File: config.mk
export PLATFORM = sky130hd
export DESIGN_NAME = bcd_clock_timer_flat
export DESIGN_NICKNAME = d
export VERILOG_FILES = /design/src/rtl/bcd_clock_timer_pkg.sv /design/src/rtl/bcd_clock_timer_if.sv /design/src/rtl/bcd_clock_timer_seg7_decode.sv /design/src/rtl/bcd_clock_timer.sv /design/src/flat_wrapper.sv
export SDC_FILE = /design/constraint.sdc
export NUM_CORES = 1
export LEC_CHECK = 0
export ABC_AREA = 0
export BUFFER_PORTS_ARGS = -buffer_cell sky130_fd_sc_hd__buf_2
export CORE_ASPECT_RATIO = 0.6
export CORE_UTILIZATION = 62
export DETAILED_ROUTE_END_ITERATION = 12
export PLACE_DENSITY = 0.82
export SYNTH_ARGS = -nofsm -noshare
export SYNTH_HDL_FRONTEND = slang
export SYNTH_SLANG_ARGS = --single-unit
File: constraint.sdc
create_clock -name clk -period 4.9 [get_ports clk]
set_input_delay 0.735 -clock clk [delete_from_list [all_inputs] [get_ports clk]]
set_output_delay 0.735 -clock clk [all_outputs]
set_load 0.02 [all_outputs]
File: src/rtl/bcd_clock_timer_pkg.sv
// Shared types, BCD limits and segment table for the HH:MM:SS clock/timer.
// Also holds the per-field BCD increment/decrement helpers.
package bcd_clock_timer_pkg;

    typedef enum logic [1:0] {
        STOP    = 2'd0,
        RUN     = 2'd1,
        EXPIRED = 2'd2
    } state_t;

    localparam logic [7:0] HOUR_MAX   = 8'h23;
    localparam logic [7:0] MINSEC_MAX = 8'h59;

    // Active-low {g,f,e,d,c,b,a}, index 9 down to 0
    localparam logic [9:0][6:0] SEG_TABLE = {
        7'h10, 7'h00, 7'h78, 7'h02, 7'h12,
        7'h19, 7'h30, 7'h24, 7'h79, 7'h40
    };
    localparam logic [6:0] SEG_BLANK = 7'h7F;

    function automatic logic [7:0] bcd_inc(
        input logic [7:0] v,
        input logic [7:0] max
    );
        logic [7:0] r;
        if (v == max)
            r = 8'h00;
        else if (v[3:0] == 4'd9)
            r = {v[7:4] + 4'd1, 4'd0};
        else
            r = {v[7:4], v[3:0] + 4'd1};
        return r;
    endfunction

    function automatic logic [7:0] bcd_dec(
        input logic [7:0] v,
        input logic [7:0] max
    );
        logic [7:0] r;
        if (v == 8'h00)
            r = max;
        else if (v[3:0] == 4'd0)
            r = {v[7:4] - 4'd1, 4'd9};
        else
            r = {v[7:4], v[3:0] - 4'd1};
        return r;
    endfunction

endpackage

File: src/rtl/bcd_clock_timer_if.sv
// Control inputs and display/status outputs of the clock/timer.
// master drives the controls, slave is the timer itself.
interface bcd_clock_timer_if;

    logic       pb;
    logic       mode;
    logic       fmt12;
    logic       swh;
    logic       swm;
    logic       sws;
    logic [6:0] hour1;
    logic [6:0] hour0;
    logic [6:0] min1;
    logic [6:0] min0;
    logic [6:0] sec1;
    logic [6:0] sec0;
    logic       pm;
    logic       running;
    logic       expired;

    modport master (
        output pb, mode, fmt12, swh, swm, sws,
        input  hour1, hour0, min1, min0, sec1, sec0,
        input  pm, running, expired
    );

    modport slave (
        input  pb, mode, fmt12, swh, swm, sws,
        output hour1, hour0, min1, min0, sec1, sec0,
        output pm, running, expired
    );

endinterface

File: src/rtl/bcd_clock_timer_seg7_decode.sv
// One BCD digit to 7-segment pattern; non-decimal codes show blank.
// active_low=0 inverts the table for common-cathode displays.
module seg7_decode
    import bcd_clock_timer_pkg::*;
(
    input  logic [3:0] digit,
    input  logic       blank,
    input  logic       active_low,
    output logic [6:0] seg
);

    logic [6:0] pattern;

    always_comb begin
        pattern = SEG_BLANK;
        if (!blank && digit <= 4'd9)
            pattern = SEG_TABLE[digit];
        seg = active_low ? pattern : ~pattern;
    end

endmodule

File: src/rtl/bcd_clock_timer.sv
// HH:MM:SS clock / countdown timer with debounced start/stop,
// auto-repeat field setting and direct 7-segment drive.
module bcd_clock_timer
    import bcd_clock_timer_pkg::*;
#(
    parameter int TICK_DIV       = 50_000_000,
    parameter int DB_CYC         = 500_000,
    parameter int SET_DIV        = 12_500_000,
    parameter bit SEG_ACTIVE_LOW = 1'b1
) (
    input logic              clk,
    input logic              rst,
    bcd_clock_timer_if.slave bus
);

    localparam int TW = $clog2(TICK_DIV);
    localparam int DW = $clog2(DB_CYC + 1);
    localparam int SW = $clog2(SET_DIV + 1);

    localparam logic [TW-1:0] TICK_LAST = TW'(TICK_DIV - 1);
    localparam logic [DW-1:0] DB_LAST   = DW'(DB_CYC - 1);
    localparam logic [SW-1:0] SET_LAST  = SW'(SET_DIV - 1);

    logic          pb_meta;
    logic          pb_sync;
    logic [2:0]    sw_meta;
    logic [2:0]    sw_sync;
    logic          db_level;
    logic [DW-1:0] db_cnt;
    logic          db_accept;
    logic          press;
    logic [TW-1:0] tick_cnt;
    logic          tick;
    logic [SW-1:0] set_cnt;
    logic          set_any;
    logic          set_done;
    logic          set_inc;
    state_t        state_q;
    state_t        state_d;
    logic [23:0]   time_q;
    logic [23:0]   time_d;
    logic [7:0]    hour;
    logic [7:0]    min;
    logic [7:0]    sec;
    logic          last_sec;
    logic [7:0]    hour_disp;
    logic          hour_blank;

    assign hour = time_q[23:16];
    assign min  = time_q[15:8];
    assign sec  = time_q[7:0];

    // pb synchroniser idles released so reset cannot fake a press
    always_ff @(posedge clk or negedge rst) begin
        if (!rst) begin
            pb_meta <= 1'b1;
            pb_sync <= 1'b1;
            sw_meta <= '0;
            sw_sync <= '0;
        end else begin
            pb_meta <= bus.pb;
            pb_sync <= pb_meta;
            sw_meta <= {bus.swh, bus.swm, bus.sws};
            sw_sync <= sw_meta;
        end
    end

    assign db_accept = (pb_sync != db_level) && (db_cnt == DB_LAST);
    assign press     = db_accept && !pb_sync;

    always_ff @(posedge clk or negedge rst) begin
        if (!rst) begin
            db_level <= 1'b1;
            db_cnt   <= '0;
        end else if (pb_sync == db_level) begin
            db_cnt   <= '0;
        end else if (db_accept) begin
            db_level <= pb_sync;
            db_cnt   <= '0;
        end else begin
            db_cnt   <= db_cnt + 1'b1;
        end
    end

    assign tick = (state_q == RUN) && (tick_cnt == TICK_LAST);

    // Cleared whenever RUN is entered or left, so a run starts fresh
    always_ff @(posedge clk or negedge rst) begin
        if (!rst)
            tick_cnt <= '0;
        else if (state_q != RUN || state_d != RUN || tick)
            tick_cnt <= '0;
        else
            tick_cnt <= tick_cnt + 1'b1;
    end

    assign set_any  = |sw_sync;
    assign set_done = (state_q == STOP) && set_any &&
                      (set_cnt == SET_LAST);
    assign set_inc  = set_done && !press;

    always_ff @(posedge clk or negedge rst) begin
        if (!rst)
            set_cnt <= '0;
        else if (state_q != STOP || !set_any || set_done)
            set_cnt <= '0;
        else
            set_cnt <= set_cnt + 1'b1;
    end

    assign last_sec = (time_q <= 24'h000001);

    always_ff @(posedge clk or negedge rst) begin
        if (!rst)
            state_q <= STOP;
        else
            state_q <= state_d;
    end

    always_comb begin
        state_d = state_q;
        unique case (state_q)
            STOP: begin
                if (press && !(bus.mode && time_q == 24'h0))
                    state_d = RUN;
            end
            RUN: begin
                if (press)
                    state_d = STOP;
                else if (tick && bus.mode && last_sec)
                    state_d = EXPIRED;
            end
            EXPIRED: begin
                if (press)
                    state_d = STOP;
            end
            default: state_d = STOP;
        endcase
    end

    always_comb begin
        time_d = time_q;
        if (state_q == RUN && tick && !press) begin
            if (!bus.mode) begin
                time_d[7:0] = bcd_inc(sec, MINSEC_MAX);
                if (sec == MINSEC_MAX) begin
                    time_d[15:8] = bcd_inc(min, MINSEC_MAX);
                    if (min == MINSEC_MAX)
                        time_d[23:16] = bcd_inc(hour, HOUR_MAX);
                end
            end else if (last_sec) begin
                time_d = '0;
            end else begin
                time_d[7:0] = bcd_dec(sec, MINSEC_MAX);
                if (sec == 8'h00) begin
                    time_d[15:8] = bcd_dec(min, MINSEC_MAX);
                    if (min == 8'h00)
                        time_d[23:16] = bcd_dec(hour, HOUR_MAX);
                end
            end
        end else if (set_inc) begin
            // Fields wrap on their own; no carry into the next field
            if (sw_sync[2])
                time_d[23:16] = bcd_inc(hour, HOUR_MAX);
            else if (sw_sync[1])
                time_d[15:8] = bcd_inc(min, MINSEC_MAX);
            else
                time_d[7:0] = bcd_inc(sec, MINSEC_MAX);
        end
    end

    always_ff @(posedge clk or negedge rst) begin
        if (!rst)
            time_q <= '0;
        else
            time_q <= time_d;
    end

    always_comb begin
        hour_disp = hour;
        if (bus.fmt12) begin
            unique case (hour)
                8'h00:   hour_disp = 8'h12;
                8'h20:   hour_disp = 8'h08;
                8'h21:   hour_disp = 8'h09;
                8'h22:   hour_disp = 8'h10;
                8'h23:   hour_disp = 8'h11;
                default: begin
                    if (hour > 8'h12)
                        hour_disp = hour - 8'h12;
                end
            endcase
        end
        hour_blank = bus.fmt12 && (hour_disp[7:4] == 4'd0);
    end

    assign bus.pm      = bus.fmt12 && (hour >= 8'h12);
    assign bus.running = (state_q == RUN);
    assign bus.expired = (state_q == EXPIRED);

    seg7_decode u_hour1 (
        .digit(hour_disp[7:4]), .blank(hour_blank),
        .active_low(SEG_ACTIVE_LOW), .seg(bus.hour1)
    );
    seg7_decode u_hour0 (
        .digit(hour_disp[3:0]), .blank(1'b0),
        .active_low(SEG_ACTIVE_LOW), .seg(bus.hour0)
    );
    seg7_decode u_min1 (
        .digit(min[7:4]), .blank(1'b0),
        .active_low(SEG_ACTIVE_LOW), .seg(bus.min1)
    );
    seg7_decode u_min0 (
        .digit(min[3:0]), .blank(1'b0),
        .active_low(SEG_ACTIVE_LOW), .seg(bus.min0)
    );
    seg7_decode u_sec1 (
        .digit(sec[7:4]), .blank(1'b0),
        .active_low(SEG_ACTIVE_LOW), .seg(bus.sec1)
    );
    seg7_decode u_sec0 (
        .digit(sec[3:0]), .blank(1'b0),
        .active_low(SEG_ACTIVE_LOW), .seg(bus.sec0)
    );

endmodule

File: src/flat_wrapper.sv
// flat-port wrapper written by rule: the top's interface ports become plain ports
module bcd_clock_timer_flat import bcd_clock_timer_pkg::*;
#(
    parameter int TICK_DIV       = 50_000_000,
    parameter int DB_CYC         = 500_000,
    parameter int SET_DIV        = 12_500_000,
    parameter bit SEG_ACTIVE_LOW = 1'b1
)
  (clk, rst, bus_pb, bus_mode, bus_fmt12, bus_swh, bus_swm, bus_sws, bus_hour1, bus_hour0, bus_min1, bus_min0, bus_sec1, bus_sec0, bus_pm, bus_running, bus_expired);
  bcd_clock_timer_if bus_i ();
  input logic clk;
  input logic rst;
  input wire logic [$bits(bus_i.pb)-1:0] bus_pb;
  input wire logic [$bits(bus_i.mode)-1:0] bus_mode;
  input wire logic [$bits(bus_i.fmt12)-1:0] bus_fmt12;
  input wire logic [$bits(bus_i.swh)-1:0] bus_swh;
  input wire logic [$bits(bus_i.swm)-1:0] bus_swm;
  input wire logic [$bits(bus_i.sws)-1:0] bus_sws;
  output wire logic [$bits(bus_i.hour1)-1:0] bus_hour1;
  output wire logic [$bits(bus_i.hour0)-1:0] bus_hour0;
  output wire logic [$bits(bus_i.min1)-1:0] bus_min1;
  output wire logic [$bits(bus_i.min0)-1:0] bus_min0;
  output wire logic [$bits(bus_i.sec1)-1:0] bus_sec1;
  output wire logic [$bits(bus_i.sec0)-1:0] bus_sec0;
  output wire logic [$bits(bus_i.pm)-1:0] bus_pm;
  output wire logic [$bits(bus_i.running)-1:0] bus_running;
  output wire logic [$bits(bus_i.expired)-1:0] bus_expired;
  assign bus_i.pb = bus_pb;
  assign bus_i.mode = bus_mode;
  assign bus_i.fmt12 = bus_fmt12;
  assign bus_i.swh = bus_swh;
  assign bus_i.swm = bus_swm;
  assign bus_i.sws = bus_sws;
  assign bus_hour1 = bus_i.hour1;
  assign bus_hour0 = bus_i.hour0;
  assign bus_min1 = bus_i.min1;
  assign bus_min0 = bus_i.min0;
  assign bus_sec1 = bus_i.sec1;
  assign bus_sec0 = bus_i.sec0;
  assign bus_pm = bus_i.pm;
  assign bus_running = bus_i.running;
  assign bus_expired = bus_i.expired;
  bcd_clock_timer #(.TICK_DIV(TICK_DIV), .DB_CYC(DB_CYC), .SET_DIV(SET_DIV), .SEG_ACTIVE_LOW(SEG_ACTIVE_LOW)) u_core (.clk(clk), .rst(rst), .bus(bus_i));
endmodule
* Word-level counts from Yosys, hierarchy flattened
Memory sizes are Yosys's and may differ from the RTL's. Index checks and enable logic that the tools add are counted.
Word-level totals: register bits 104, bits in read-only memories 672, input bits 8, output and inout port bits 45, word-level logic and storage cells 173, memories 6
Memory list:
- (no name shown) | words 16, bits a word 7, rd ports 1, clocked after Yosys merged registers in 0, write ports 0, RTL line bcd_clock_timer_seg7_decode.sv:17 | pattern = SEG_TABLE[digit];
- (no name shown) | words 16, bits a word 7, rd ports 1, clocked after Yosys merged registers in 0, write ports 0, RTL line bcd_clock_timer_seg7_decode.sv:17
- (no name shown) | words 16, bits a word 7, rd ports 1, clocked after Yosys merged registers in 0, write ports 0, RTL line bcd_clock_timer_seg7_decode.sv:17
- (no name shown) | words 16, bits a word 7, rd ports 1, clocked after Yosys merged registers in 0, write ports 0, RTL line bcd_clock_timer_seg7_decode.sv:17
- (no name shown) | words 16, bits a word 7, rd ports 1, clocked after Yosys merged registers in 0, write ports 0, RTL line bcd_clock_timer_seg7_decode.sv:17
- (no name shown) | words 16, bits a word 7, rd ports 1, clocked after Yosys merged registers in 0, write ports 0, RTL line bcd_clock_timer_seg7_decode.sv:17
Cells by class: add/sub/neg operators 16, $lt $le $gt $ge 15, equal/unequal tests 27, multiplexer cells 48, bitwise gates (word level) 1, reduce and logical (&&, ||, !) cells 45
Operator list (count):
- 8-bit 2-to-1 mux | 19
- 24-bit 2-to-1 mux | 5
- 7-bit 2-to-1 mux | 12
- 16-bit 2-to-1 mux | 3
- 8-bit one-hot mux with 5 select lines | 1
- 19-bit 2-to-1 mux | 2
- 8-bit by 6-bit == test with 1-bit output (second input constant) | 4
- 4-bit by 5-bit < comparator with 1-bit output (second input constant) | 6
- 26-bit by 1-bit adder with 26-bit output (second input constant) | 1
- 26-bit == test (second input constant) | 1
- 26-bit 2-to-1 mux | 1
- 24-bit by 1-bit adder with 24-bit output (second input constant) | 1
- 4-bit by 1-bit adder with 4-bit output (second input constant) | 6
- 24-bit == test (second input constant) | 1
- 24-bit by 1-bit less-or-equal comparator with 1-bit output (second input constant) | 1
- 4-bit less-or-equal comparator (second input constant) | 6
- 24-bit zero test | 1
- 8-bit zero test | 3
- 4-bit by 1-bit subtractor with 4-bit output (second input constant) | 6
- 19-bit by 1-bit adder with 19-bit output (second input constant) | 1
- 19-bit == test (second input constant) | 1
- 8-bit by 7-bit == test with 1-bit output (second input constant) | 2
- 4-bit zero test | 4
- 1-bit logical AND | 15
- other kinds (27) | 49

* Longest topological paths before layout
word-level depth 11, mapped depth 15

* Modules after synthesis
Synthesis repeated with hierarchy kept, for this count alone.
Unflattened totals: cells, all modules 963, area, all modules 8176.6 µm²
Modules (own cells, without submodules):
- bcd_clock_timer | times used 1, cells each 741, area each 6540.0 µm²
- seg7_decode | times used 6, cells each 37, area each 272.8 µm²

* Least setup slack after synthesis
No wires, ideal clock.
path type register -> output, start point register u_core.time_q[21], end point output port bus_hour1[6], arrival 3.298 ns, setup slack 0.867 ns, cell stages (with the launch flop) 14, buffers on the path 2, cell sequence dfrtp_1 clkbuf_1 inv_1 ha_1 or3b_2 clkbuf_1 nor2_4 nor2_1 nor4b_1 a211oi_1 ha_1 nand2_1 nor3b_1 o31ai_1
Between the ends: cells in the longest elaborated chain, start to end 9, elaborated cells on any way between the ends 18, classes of those cells add/sub (1); order compare (2); eq/ne (4); mux (5); reduce/logical (5); memory (1)
Ends and longest elaborated chain:
- from (decl) | RTL line bcd_clock_timer.sv:40 | logic [23:0] time_q;
- from (signal assigned) | RTL line bcd_clock_timer.sv:176 | time_q <= time_d;
- 8-bit by 5-bit subtractor with 8-bit output / 8-bit by 5-bit > comparator with 1-bit output (equally long branches) | RTL line bcd_clock_timer.sv:190, bcd_clock_timer.sv:189
- 8-bit 2-to-1 mux | RTL line bcd_clock_timer.sv:189 | if (hour > 8'h12)
- 8-bit one-hot mux with 5 select lines | RTL line bcd_clock_timer.sv:182 | unique case (hour)
- 8-bit 2-to-1 mux * | RTL line bcd_clock_timer.sv:181 | if (bus.fmt12) begin
- parallel branches: the longest is 4 deep, another holds memory 16 x 7 bit
- 7-bit 2-to-1 mux * | RTL line bcd_clock_timer_seg7_decode.sv:16 | if (!blank && digit <= 4'd9)
- to (decl) | RTL line flat_wrapper.sv:19 | output wire logic [$bits(bus_i.hour1)-1:0] bus_hour1;
Every way passes the cells marked *. The select of a mux whose other input is x is not followed.

* Final worst setup path
start point register u_core.time_q[21], end point output port bus_hour1[3]
Same word-level chain as after synthesis.

==> results.yml <==
min_path:
  min_path_cells: 0
  hold_path_class: "register to register"
  min_from: "u_core.sw_meta[0]"
  min_to: "u_core.sw_sync[0]"
placement:
  port_buffers: 52
  pre_cts_ws_ns: 0.534
  dp_hpwl_mm: 12.4
  gp_congestion: 0.936
synthesis:
  syn_area_per_cell_um2: 8.23
  synth_seq_cells: 104
  syn_nets: 947
  yosysSeqAreaShare_pct: 35.2
  synthCells: 899
  ys_top_cells_by_area: "dfrtp_1 34%, ha_1 6.8%, nor2_1 6.3%, a21oi_1 4.7%, o21ai_0 4.5%"
  syn_area_um2: 7400
  synth_edf_count: 0
  ys_async_sr_fraction_pct: 100
  post_synth_num_cell_types: 78
  synth_top_cell_by_area: "dfrtp_1"
  ys_dominant_reg_cell: "dfrtp_1"
  yosysWarningCount: 0
  synth.top_cell.area_share_pct: 34.2
routing:
  vias: 6725
  met3WireLength_mm: 1.61
  drt-initial-drc-count: 656
  wl_per_cell_um: 15.8
  met1_length_mm: 8.91
  drt-total-wl_mm: 17.3
  final_antenna_net_count: 0
  routed_via_density: 6.16
  wl_met2_mm: 6.63
  firstDrtPassIters: 6
  topRoutingLayerUsed: "met4"
  post-route-drc-count: 0
power:
  p_sw_share_pct: 24.9
  seq_power_share_pct: 52.5
  pwr-share-clk_pct: 44.5
  ir_drop_v: 0.000163
  leakagePower_nw: 3.42
  power_density_nw_per_um2: 206
  p_int_w: 0.00124
  pwr-share-comb_pct: 3.0
  switchingPower_w: 0.000412
cells_and_area:
  fin_util_pct: 70.1
  diodes: 0
  nets: 974
  area_growth_pct: 8.49
  drive_gt1_share_pct: 11.1
worst_setup_path:
  crit_slowest_cell: "or3b_2"
  r2r_setup_slack_ns: 1.23
  reg2reg_to: "u_core.time_q[14]"
  required_ns: 4.16
  startpoint_type: "register"
  critical_path.max_stage_delay_ns: 0.58
  r2r_start: "u_core.time_q[12]"
  path_class: "register to output pin"
  critical_path_arrival_ns: 3.93
  crit_path_end_kind: "output pin"
  crit_path_max_fanout: 14
  cp_cell_sequence: "inv_1 -> ha_1 -> or3b_2 -> nor2_4 -> nor2_1 -> nor4b_1 -> a211oi_2 -> ha_1 -> nor2_1 -> o21ai_0 -> o31a_1 -> o21ai_0 -> buf_2"
  rr_worst_depth: 9
status:
  status: "completed"
clock_tree:
  clk_latency_ns: 0.37
  clock-root-buffer: "clkbuf_16"
  tritoncts: "done"
  cts_buffers: 9
  postCtsSetupBuffers: 0
  clock-sinks: 104
  ctsHtreeMaxLevel: 3
  cts_max_path_buffers: 2
  path_clk_slew_ns: 0.07
sta:
  timing.hold.ws_ns: 0.355
  relSlewSlack_pct: 36.0
  rsz0062_at_grt: "no"
  worst_clock_skew_ns: 0.0125
  fin_tns_setup_ns: 0
  setup_violations: 0
  fin_ws_ns: 0.232
  fin_crit_ns: 4.67
  timing.final.crit_share_pct: 95.3
  hold_viol: 0
  fmax_mhz: 214
  slew_violations: 0
  tightest_slew_ns: 0.960
global_routing:
  grt_usage_pct: 29.2
  grt_max_degree: 75
  overflow: 0
  grt_pass1_wl_mm: 28.7
  grt_pass1_vias: 5704
  antenna_found_initial: 0
die:
  die-area_um2: 12400
  rows: 30
  io_pins: 53
  fp.coreArea_um2: 11400
  fp.dieH_um: 86.6
  die_x_um: 143
  start_util_pct: 64.6
job:
  drv_cap: 0
## worst max-delay path by stage
| stage | depth (start not counted) | slack, ns | from | endpoint |
|---|---|---|---|---|
| finish | 13 | 0.23 | u_core.time_q[21] | bus_hour1[3] |
| global route | 13 | 0.03 | u_core.time_q[21] | bus_hour1[3] |
| CTS | 13 | 0.13 | u_core.time_q[21] | bus_hour1[3] |
| detailed placement | 13 | 0.53 | u_core.time_q[21] | bus_hour1[3] |
| global placement | 13 | 0.74 | u_core.time_q[21] | bus_hour1[0] |
| floorplan | 13 | 0.87 | u_core.time_q[21] | bus_hour1[6] |
## cell usage after synthesis, types with 6 or more instances
master / number
a31oi_1: 10
nor2b_1: 6
inv_1: 41
nand4_1: 12
or3_1: 17
nor4_1: 9
buf_2: 6
clkbuf_1: 29
a21oi_1: 69
or2_2: 9
nor3b_1: 8
and4_1: 8
nand2_1: 71
nand3_1: 35
o21ai_0: 66
xor2_1: 30
nor3_1: 34
a211oi_1: 7
ha_1: 40
xnor2_1: 26
and3_1: 19
mux2i_1: 8
nor2_1: 125
dfrtp_1: 101
or4_1: 6
o31ai_1: 6
## state kept, by name (all words and copies together), names as in the netlist
register	count
u_core.db_cnt	19
u_core.db_level	1
u_core.pb_meta	1
u_core.pb_sync	1
u_core.set_cnt	24
u_core.state_q	2
u_core.sw_meta	3
u_core.sw_sync	3
u_core.tick_cnt	26
u_core.time_q	24
## through the flow
stage | total power (W) | area [um2] | cells
floorplan | 0.000905 | 7400 | 899
global placement | 0.000934 | 7710 | 1075
detailed placement | 0.000935 | 7710 | 1075
CTS | 0.00167 | 8020 | 1091
global route | 0.00170 | 8020 | 1091
finish | 0.00165 | 8020 | 1091
## area by class of cell
type	count	area [um2]
Timing Repair Buffer	55	285
Multi-Input combinational cell	715	4470
Clock inverter	7	81.3
Clock buffer	9	225
Tap cell	160	200
Sequential cell	104	2610
Inverter	41	154
Fill cell	927	3420
## per-layer routing
layer	vias to the layer above	global-route usage, %
met4	0	6.26
met1	3139	47.5
met3	15	5.86
li1	3259	-
met5	-	0
met2	312	38.9
## power by group through the flow
stage               clock [W]  combinational (W)  sequential (W)
floorplan                   0          0.0000217        0.000884
global placement            0          0.0000498        0.000884
detailed placement          0          0.0000506        0.000884
CTS                  0.000748          0.0000509        0.000867
global route         0.000776          0.0000563        0.000868
finish               0.000736          0.0000496        0.000867
## placed cells by master (no fill, tap or decap), types with 4 or more instances in the layout
cell and n:
mux2i_1 8, clkbuf_16 9, or3_1 17, a21oi_1 69
o21ai_1 5, nand4b_1 4, nor2_1 125, dfrtp_1 101
xor2_1 30, a41oi_1 4, ha_1 40, and4_1 8
and3_1 19, a211oi_1 6, or2_2 9, nand3_1 35
o21ai_0 66, a31oi_1 10, or4_1 6, o31ai_1 6
nor3b_1 8, xnor2_1 26, and2_1 4, and3b_1 4
nand2_1 71, buf_2 51, nor4b_1 4, nand4_1 12
buf_4 4, nand2b_1 5, inv_1 41, nor2b_1 6
nor3_1 34, nor4bb_1 5, nor4_1 9
## cells by family after synthesis
group | Yosys count | synth area share, %
AO/OA/AOI/OAI | 209 | 17.4
adder cells (fa/ha/maj) | 40 | 6.77
AND/OR/NAND/NOR | 400 | 28.2
buffers and inverters | 80 | 4.36
multiplexers | 10 | 1.39
XOR/XNOR | 56 | 6.63
flip-flops | 104 | 35.2
## worst max-delay path, delay by kind of cell, from the launching register on
kind | cells | cell delay (ns)
flip-flops | 1 | 0.55
adder cells (fa/ha/maj) | 2 | 0.47
AO/OA/AOI/OAI | 4 | 1.01
buffers and inverters | 2 | 0.38
AND/OR/NAND/NOR | 5 | 1.17
## timing repair
item	4_1_cts	5_1_grt
endpoints found under the setup margin	0	6
hold buffers	0	0
resized for setup	0	1
Power figures use the tool's default switching activity.
